--- src/rtl/gcd_lcm.sv ---
// gcd_lcm: LCM from captured operands and the GCD engine result, L = (A / Y) * B.
// Optional GCD_LCM_TIMEOUT_EN adds a WAIT_GCD watchdog that ends the job with an error.
module gcd_lcm #(
  parameter int W = 8
) (
  input  logic           CLK,
  input  logic           RST,
  input  logic           START,
  input  logic [W-1:0]   A,
  input  logic [W-1:0]   B,
  input  logic [W-1:0]   GCD_Y,
  input  logic           GCD_DONE,
  input  logic           GCD_ERROR,
  output logic [2*W-1:0] L,
  output logic           DONE,
  output logic           ERROR,
  output logic           BUSY
);
  localparam int CW = $clog2(W);
  typedef enum logic [2:0] {IDLE, WAIT_GCD, DIV, MUL, FIN} state_t;
  state_t         state_q, state_d;
  logic [W-1:0]   ra_q, ra_d, rb_q, rb_d, d_q, d_d, q_q, q_d;
  logic [W:0]     rem_q, rem_d, trial, rem_n;
  logic [2*W-1:0] mc_q, mc_d, p_q, p_d, l_q, l_d;
  logic [CW-1:0]  cnt_q, cnt_d;
  logic           ef_q, ef_d, err_q, err_d, done_q, done_d, ge, last;
`ifdef GCD_LCM_TIMEOUT_EN
  logic [7:0]     tmo_q, tmo_d;
`endif
  assign trial = {rem_q[W-1:0], q_q[W-1]};
  assign ge    = trial >= {1'b0, d_q};
  assign rem_n = ge ? trial - {1'b0, d_q} : trial;
  assign last  = cnt_q == CW'(W - 1);
  always_comb begin
    state_d = state_q;
    ra_d    = ra_q;
    rb_d    = rb_q;
    d_d     = d_q;
    q_d     = q_q;
    rem_d   = rem_q;
    mc_d    = mc_q;
    p_d     = p_q;
    l_d     = l_q;
    cnt_d   = cnt_q;
    ef_d    = ef_q;
    err_d   = err_q;
    done_d  = 1'b0;
`ifdef GCD_LCM_TIMEOUT_EN
    tmo_d   = tmo_q;
`endif
    case (state_q)
      IDLE: if (START) begin
        ra_d    = A;
        rb_d    = B;
        l_d     = '0;
        err_d   = 1'b0;
        ef_d    = 1'b0;
        state_d = WAIT_GCD;
`ifdef GCD_LCM_TIMEOUT_EN
        tmo_d   = '0;
`endif
      end
      WAIT_GCD: begin
        if (GCD_DONE) begin
          if (GCD_ERROR || GCD_Y == '0) begin
            ef_d    = 1'b1;
            state_d = FIN;
          end else begin
            d_d     = GCD_Y;
            q_d     = ra_q;
            rem_d   = '0;
            cnt_d   = '0;
            state_d = DIV;
          end
        end
`ifdef GCD_LCM_TIMEOUT_EN
        else if (tmo_q == 8'hFF) begin
          ef_d    = 1'b1;
          state_d = FIN;
        end else tmo_d = tmo_q + 8'd1;
`endif
      end
      DIV: begin
        rem_d = rem_n;
        q_d   = {q_q[W-2:0], ge};
        cnt_d = cnt_q + CW'(1);
        if (last) begin
          // an exact division is guaranteed for a correct GCD; a remainder flags a bad input
          ef_d    = ef_q | (rem_n != '0);
          mc_d    = {{W{1'b0}}, rb_q};
          p_d     = '0;
          cnt_d   = '0;
          state_d = MUL;
        end
      end
      MUL: begin
        p_d     = q_q[0] ? p_q + mc_q : p_q;
        mc_d    = mc_q << 1;
        q_d     = q_q >> 1;
        cnt_d   = cnt_q + CW'(1);
        state_d = last ? FIN : MUL;
      end
      FIN: begin
        done_d  = 1'b1;
        l_d     = ef_q ? '0 : p_q;
        err_d   = ef_q;
        state_d = IDLE;
      end
      default: state_d = IDLE;
    endcase
  end
  always_ff @(posedge CLK) begin
    if (RST) begin
      state_q <= IDLE;
      ra_q    <= '0;
      rb_q    <= '0;
      d_q     <= '0;
      q_q     <= '0;
      rem_q   <= '0;
      mc_q    <= '0;
      p_q     <= '0;
      l_q     <= '0;
      cnt_q   <= '0;
      ef_q    <= 1'b0;
      err_q   <= 1'b0;
      done_q  <= 1'b0;
`ifdef GCD_LCM_TIMEOUT_EN
      tmo_q   <= '0;
`endif
    end else begin
      state_q <= state_d;
      ra_q    <= ra_d;
      rb_q    <= rb_d;
      d_q     <= d_d;
      q_q     <= q_d;
      rem_q   <= rem_d;
      mc_q    <= mc_d;
      p_q     <= p_d;
      l_q     <= l_d;
      cnt_q   <= cnt_d;
      ef_q    <= ef_d;
      err_q   <= err_d;
      done_q  <= done_d;
`ifdef GCD_LCM_TIMEOUT_EN
      tmo_q   <= tmo_d;
`endif
    end
  end
  assign L     = l_q;
  assign DONE  = done_q;
  assign ERROR = err_q;
  assign BUSY  = state_q != IDLE;
endmodule

--- config.mk ---
export PLATFORM = sky130hd
export DESIGN_NAME = gcd_lcm
export DESIGN_NICKNAME = d
export VERILOG_FILES = /design/src/rtl/gcd_lcm.sv
export SDC_FILE = /design/constraint.sdc
export NUM_CORES = 1
export LEC_CHECK = 0
export CORE_ASPECT_RATIO = 0.5
export CORE_MARGIN = 3
export CORE_UTILIZATION = 61
export CTS_CLUSTER_DIAMETER = 50
export DETAILED_ROUTE_END_ITERATION = 10
export PLACE_DENSITY = 0.88
export SYNTH_ARGS = -nofsm -noshare
export SYNTH_HDL_FRONTEND = slang
export SYNTH_SLANG_ARGS = --single-unit
--- constraint.sdc ---
create_clock -name CLK -period 7.55 [get_ports CLK]
set_input_delay 1.51 -clock CLK [delete_from_list [all_inputs] [get_ports CLK]]
set_output_delay 1.51 -clock CLK [all_outputs]
set_load 0.01 [all_outputs]
==> results_dict.tcl, run 1 <==
set metrics [dict create \
    outcome "complete, no violations" \
    drc 0 \
    post_cts_buffers 0 \
    cts_buffer_depth 2 \
    setup_viol 0 \
    fin_crit_sh 0.442 \
    syn_avg_cell_area_um2 8.53 \
    post-dp-hpwl_um 7660 \
    final_nets 661 \
    slew_violations 0 \
    place_ws_ns 3.95 \
    synth-main-ff-cell "dfxtp_1" \
    antenna_found_initial 0 \
    synth.distinct_cells 51 \
    start_kind "primary input" \
    ys_seq_elements 97 \
    synth_enable_flop_cells 0 \
    htree_levels 3 \
    finalWorstSetupSlack_ns 4.21 \
    crit_path_max_fanout 8 \
    grt_pass1_vias 3856 \
    drive_above_1_share 0.0541 \
    wl_per_cell_um 15.6 \
    p_per_area_nw_per_um2 194 \
    antenna_left 0 \
    fmax_ghz 0.300 \
    rows 22 \
    start_util 0.649 \
    yosysSeqAreaShare 0.395 \
    nFillCells 556 \
    end_kind "flip-flop" \
    cp_slowest_cell "o21bai_1" \
    critPathLaunch "GCD_Y[3]" \
    crit-reg2reg-launch "d_q[4]" \
    drt-pass1-iter-count 5 \
    slew_headroom 0.177 \
    netlist_area_um2 4920 \
    worst-path-buf-inv 1 \
    wirelength_um 11200 \
    grt.overflow.total 0 \
    vias_per_cell 5.96 \
    path_common_cell "nor2_1" \
    path_class "in -> reg" \
    cts_resized 0 \
    irDropWorstVdd_mv 0.132 \
    io_buffers 47 \
    stdcell_count 718 \
    vias 4282 \
    grt_pass1_wl_um 18600 \
    cts_hold_buf 0 \
    drt_iter0_drc 411 \
    slowest_delay_ns 0.64 \
    clk_latency_ns 0.34 \
    placed_cells 702 \
    fin_crit_ns 3.34 \
    timing.critical_path.cells "clkdlybuf4s50_1 -> nor4_1 -> a21o_1 -> nor2_1 -> o21bai_1 -> a22oi_1 -> nor2_1" \
    cts_tree "built" \
    gp_congestion 0.861 \
    arrival_ns 3.61 \
    cap_violations 0 \
    leakagePower_nw 2.24 \
    die_area_um2 9240 \
    yosysWarningCount 0 \
    rsz0062_at_grt "no" \
    finalHoldViolCount 0 \
    root_buffer "clkbuf_16" \
    synth_area_leaders "dfxtp_1, nor2_1, ha_1, a22oi_1, a21oi_1" \
    grt_max_degree 91 \
    yosys.area.top_type "dfxtp_1" \
    cts_buffers 9 \
    hold_path_class "reg -> reg" \
    grtUsageTotal 0.243 \
    async_reset_ff_frac 0 \
    synth_nets 632 \
    yosysTopAreaCellShare 0.395 \
    cp_top_family "compound AO/OA/AOI/OAI gates" \
    worstMarginPinSlew_ns 1.23 \
    ioPinCount 48 \
    die_x_um 133 \
    clock_sinks 97 \
    netlist_instances 576 \
    clkSlewWorstSetupHoldPaths_ns 0.07 \
    num_antenna_cells 0 \
    areaGrowthSynthToFinish_pct 15.9 \
    fin_worst_skew_ns 0.00528 \
    die_h_um 69.5 \
    min-delay-start "ra_q[4]" \
    finalSetupTns_ns 0 \
    core_um2 7570 \
    critPathRequiredTime_ns 7.83 \
]
==> cell usage in the layout (no fill, tap or decap), types with 6 or more instances in the layout <==
master            n
dfxtp_1          97
nor2_1           86
nand2_1          48
clkdlybuf4s50_1  46
a21oi_1          39
a22oi_1          37
a211oi_1         26
ha_1             25
o21ai_0          23
mux2i_1          18
inv_1            15
a21o_1           14
xnor2_1          12
nor2b_1          12
nor3_1           11
clkbuf_16         9
mux2_2            7
xor2_1            7
a22o_1            7
o21a_1            6
==> Yosys cell counts (all sizes together) (3+ instances only) <==
cell,instances
o21bai,3
inv,15
a21o,14
nor2,86
o21ai,27
a21oi,39
nand2b,4
mux2,7
xnor2,12
nor2b,12
ha,25
nand4,3
nand2,48
xor2,7
nor3,11
o21a,6
or3,4
a211oi,26
a22oi,37
a22o,7
dfxtp,97
clkbuf,27
a32oi,4
buf,6
mux2i,18
nor4,4
==> kinds of logic (layout without fill, tap and decap cells) <==
kind of cell	Yosys count	in the layout	share of synthesized area
DFF	97	97	0.395
AOI/OAI and AO/OA	177	177	0.246
buffers and inverters	48	82	0.0379
muxes	25	25	0.0527
and+or+nand+nor	183	183	0.163
xor gates and xnor gates	19	19	0.0339
adders and majority gates	27	27	0.0718
==> power breakdown <==
group | total (mW) | leakage, nW | switching [mW] | internal, mW
clock network | 0.432 | 0.128 | 0.198 | 0.234
registers | 0.534 | 0.785 | 0.00988 | 0.524
logic | 0.137 | 1.33 | 0.0793 | 0.0582
==> sequential cells by signal (all words and copies together), names as in the netlist <==
signal   cells
ERROR        1
rem_q        8
q_q          8
state_q      3
ra_q         8
DONE         1
L           16
ef_q         1
d_q          8
rb_q         8
cnt_q        3
mc_q        16
p_q         16
==> per-layer routing <==
metal	up-vias	wire, um	GRT usage
met4	0	127	0.0565
met2	151	4820	0.358
li1	2134	-	-
met1	1982	5530	0.358
met5	-	0	0
met3	15	735	0.0594
==> stage by stage <==
step	util	hold WS, ns	area [um^2]	power [mW]
floorplan	-	0.436	4920	0.640
global placement	0.716	0.445	5420	0.676
detailed placement	0.716	0.453	5420	0.680
CTS	0.753	0.463	5700	1.11
global route	0.753	0.489	5700	1.15
finish	0.753	0.462	5700	1.10
==> worst paths after layout <==
kind,to,slack (ns),depth (start not counted)
max,rem_q[6],4.21,7
min reg2reg,ra_q[4],0.46,2
max reg2reg,rem_q[3],4.48,9
min,ra_q[4],0.46,2
==> final cells by class <==
cell class | count | area (um^2) | area share
flip-flops and latches | 97 | 1940 | 0.341
clock buffers | 11 | 243 | 0.0426
inverters | 15 | 56.3 | 0.00988
well taps | 108 | 135 | 0.0237
multi-input cells | 431 | 2790 | 0.489
clock inverters | 5 | 40.0 | 0.00703
repair buffers | 51 | 495 | 0.0869
==> worst min-delay path, cell delays in order (launching register included) <==
cell	delay [ns]
dfxtp_1	0.31
nand2_1	0.05
a21oi_1	0.05
(Power assumes the default switching activity.)
==> inputs of run 2 (changes only) <==
--- a/config.mk
+++ b/config.mk
@@ -7,10 +7,10 @@
 export LEC_CHECK = 0
 export CORE_ASPECT_RATIO = 0.5
 export CORE_MARGIN = 3
-export CORE_UTILIZATION = 61
+export CORE_UTILIZATION = 52
 export CTS_CLUSTER_DIAMETER = 50
 export DETAILED_ROUTE_END_ITERATION = 10
-export PLACE_DENSITY = 0.88
+export PLACE_DENSITY = 0.81
 export SYNTH_ARGS = -nofsm -noshare
 export SYNTH_HDL_FRONTEND = slang
 export SYNTH_SLANG_ARGS = --single-unit
==> constraint.sdc (replaced) <==
create_clock -name CLK -period 2.7 [get_ports CLK]
set_input_delay 0.54 -clock CLK [delete_from_list [all_inputs] [get_ports CLK]]
set_output_delay 0.54 -clock CLK [all_outputs]
set_load 0.01 [all_outputs]
==> results_dict.tcl, run 2 (same netlist as run 1, synthesis figures left out) <==
set metrics [dict create \
    die_h_um 74.8 \
    post-dp-hpwl_um 7820 \
    ioPinCount 48 \
    p_per_area_nw_per_um2 543 \
    fin_crit_sh 0.955 \
    cts_hold_buf 0 \
    pwr-share-seq 0.473 \
    rows 24 \
    antenna_found_initial 0 \
    gp_congestion 0.913 \
    grt-busiest-layer "met2" \
    grt_pass1_vias 3891 \
    die_x_um 144 \
    io_buffers 47 \
    drc 0 \
    cts_tree "built" \
    start_kind "flip-flop" \
    regArea_um2 1940 \
    grt_util_met1 0.302 \
    grtUsageTotal 0.214 \
    placed_cells 721 \
    crit_path_max_fanout 12 \
    reg2reg_depth 10 \
    comb_power_share 0.127 \
    finalHoldViolCount 0 \
    clock_sinks 97 \
    clkPwrFrac 0.400 \
    root_buffer "clkbuf_16" \
    dpl_cell_area_um2 5520 \
    wirelength_um 11100 \
    path_class "reg -> reg" \
    clk_latency_ns 0.35 \
    grt_max_degree 67 \
    start_util 0.549 \
    cts_buffers 9 \
    stdcell_count 737 \
    p_int_mw 2.37 \
    leakagePower_nw 2.31 \
    areaGrowthSynthToFinish_pct 18.5 \
    use_met2 0.324 \
    hold_path_class "reg -> reg" \
    worstMarginPinSlew_ns 1.19 \
    grt_pass1_wl_um 18500 \
    setup_viol 0 \
    mostFrequentLayoutCell "dfxtp_1" \
    swShare 0.252 \
    clkSlewWorstSetupHoldPaths_ns 0.07 \
    die_area_um2 10700 \
    end_kind "flip-flop" \
    cap_violations 0 \
    grt.overflow.total 0 \
    drt_iter0_drc 393 \
    htree_levels 3 \
    multi_input_area_um2 2800 \
    slew_violations 0 \
    post_cts_buffers 0 \
    fin_crit_ns 2.58 \
    irDropWorstVdd_mv 0.335 \
    slew_headroom 0.203 \
    whs_path_depth 2 \
    arrival_ns 2.81 \
    vias_per_cell 5.84 \
    drt-pass1-iter-count 5 \
    cts_buffer_depth 2 \
    critPathRequiredTime_ns 2.93 \
    final_nets 671 \
    finalWorstSetupSlack_ns 0.122 \
    num_antenna_cells 0 \
    fin_worst_skew_ns 0.00678 \
    fin_area_um2 5830 \
    finalSetupTns_ns 0 \
    wl_per_cell_um 15.1 \
    hold_ws_ns 0.456 \
    p_sw_mw 0.799 \
    vias 4305 \
    drive_above_1_share 0.0742 \
    antenna_left 0 \
    fmax_ghz 0.388 \
    nFillCells 733 \
    finalPower_mw 3.17 \
    outcome "complete, no violations" \
    place_ws_ns 0.225 \
    final_util 0.651 \
    grt_use_met3 0.0514 \
    core_um2 8950 \
    mostFrequentLayoutCells "dfxtp_1, nor2_1, nand2_1" \
    cts_resized 0 \
]
-- run 2: changes by cell type in the layout (fill, tap and decap cells not counted) --
cell      delta
buf_12       +1
buf_4        +9
clkbuf_1     -1
clkbuf_8     +3
clkinv_4     -1
ha_1         -1
ha_2         +1
inv_6        -1
nor4_1       -1
nor4_2       +1
-- run 2: final timing paths --
kind         startpoint       end  slack (ns)
min reg2reg     rb_q[5]   rb_q[5]        0.46
max reg2reg      d_q[4]  rem_q[3]        0.12
min             rb_q[5]   rb_q[5]        0.46
max              d_q[4]  rem_q[3]        0.12
-- run 2: critical path, cell delays in order (launching register included) --
cell and delay [ns]:
dfxtp_1 0.33, inv_1 0.05, ha_1 0.39, a21o_1 0.23
a31oi_2 0.23, o22ai_1 0.14, o32ai_2 0.25, buf_4 0.24
mux2_2 0.36, a22oi_1 0.18, nor2_1 0.06
-- run 2: power groups by stage --
stage | Combinational (mW) | Clock [mW] | Sequential [mW]
floorplan | 0.276 | 0 | 1.51
global placement | 0.380 | 0 | 1.53
detailed placement | 0.386 | 0 | 1.53
CTS | 0.392 | 1.29 | 1.50
global route | 0.438 | 1.34 | 1.50
finish | 0.401 | 1.27 | 1.50
-- run 2: area by class of cell --
cell class                 count  share of cell area
multi-input combinational    431               0.480
sequential                    97               0.333
timing repair buffer          61               0.100
clock buffer                  13              0.0481
inverter                      15             0.00966
clock inverter                 3             0.00387
tap                          117              0.0251
-- run 2: metal layers --
layer | up-vias | wire (um)
met5 | - | 0
met4 | 0 | 150
met3 | 14 | 639
met2 | 131 | 4720
met1 | 2001 | 5620
li1 | 2159 | -
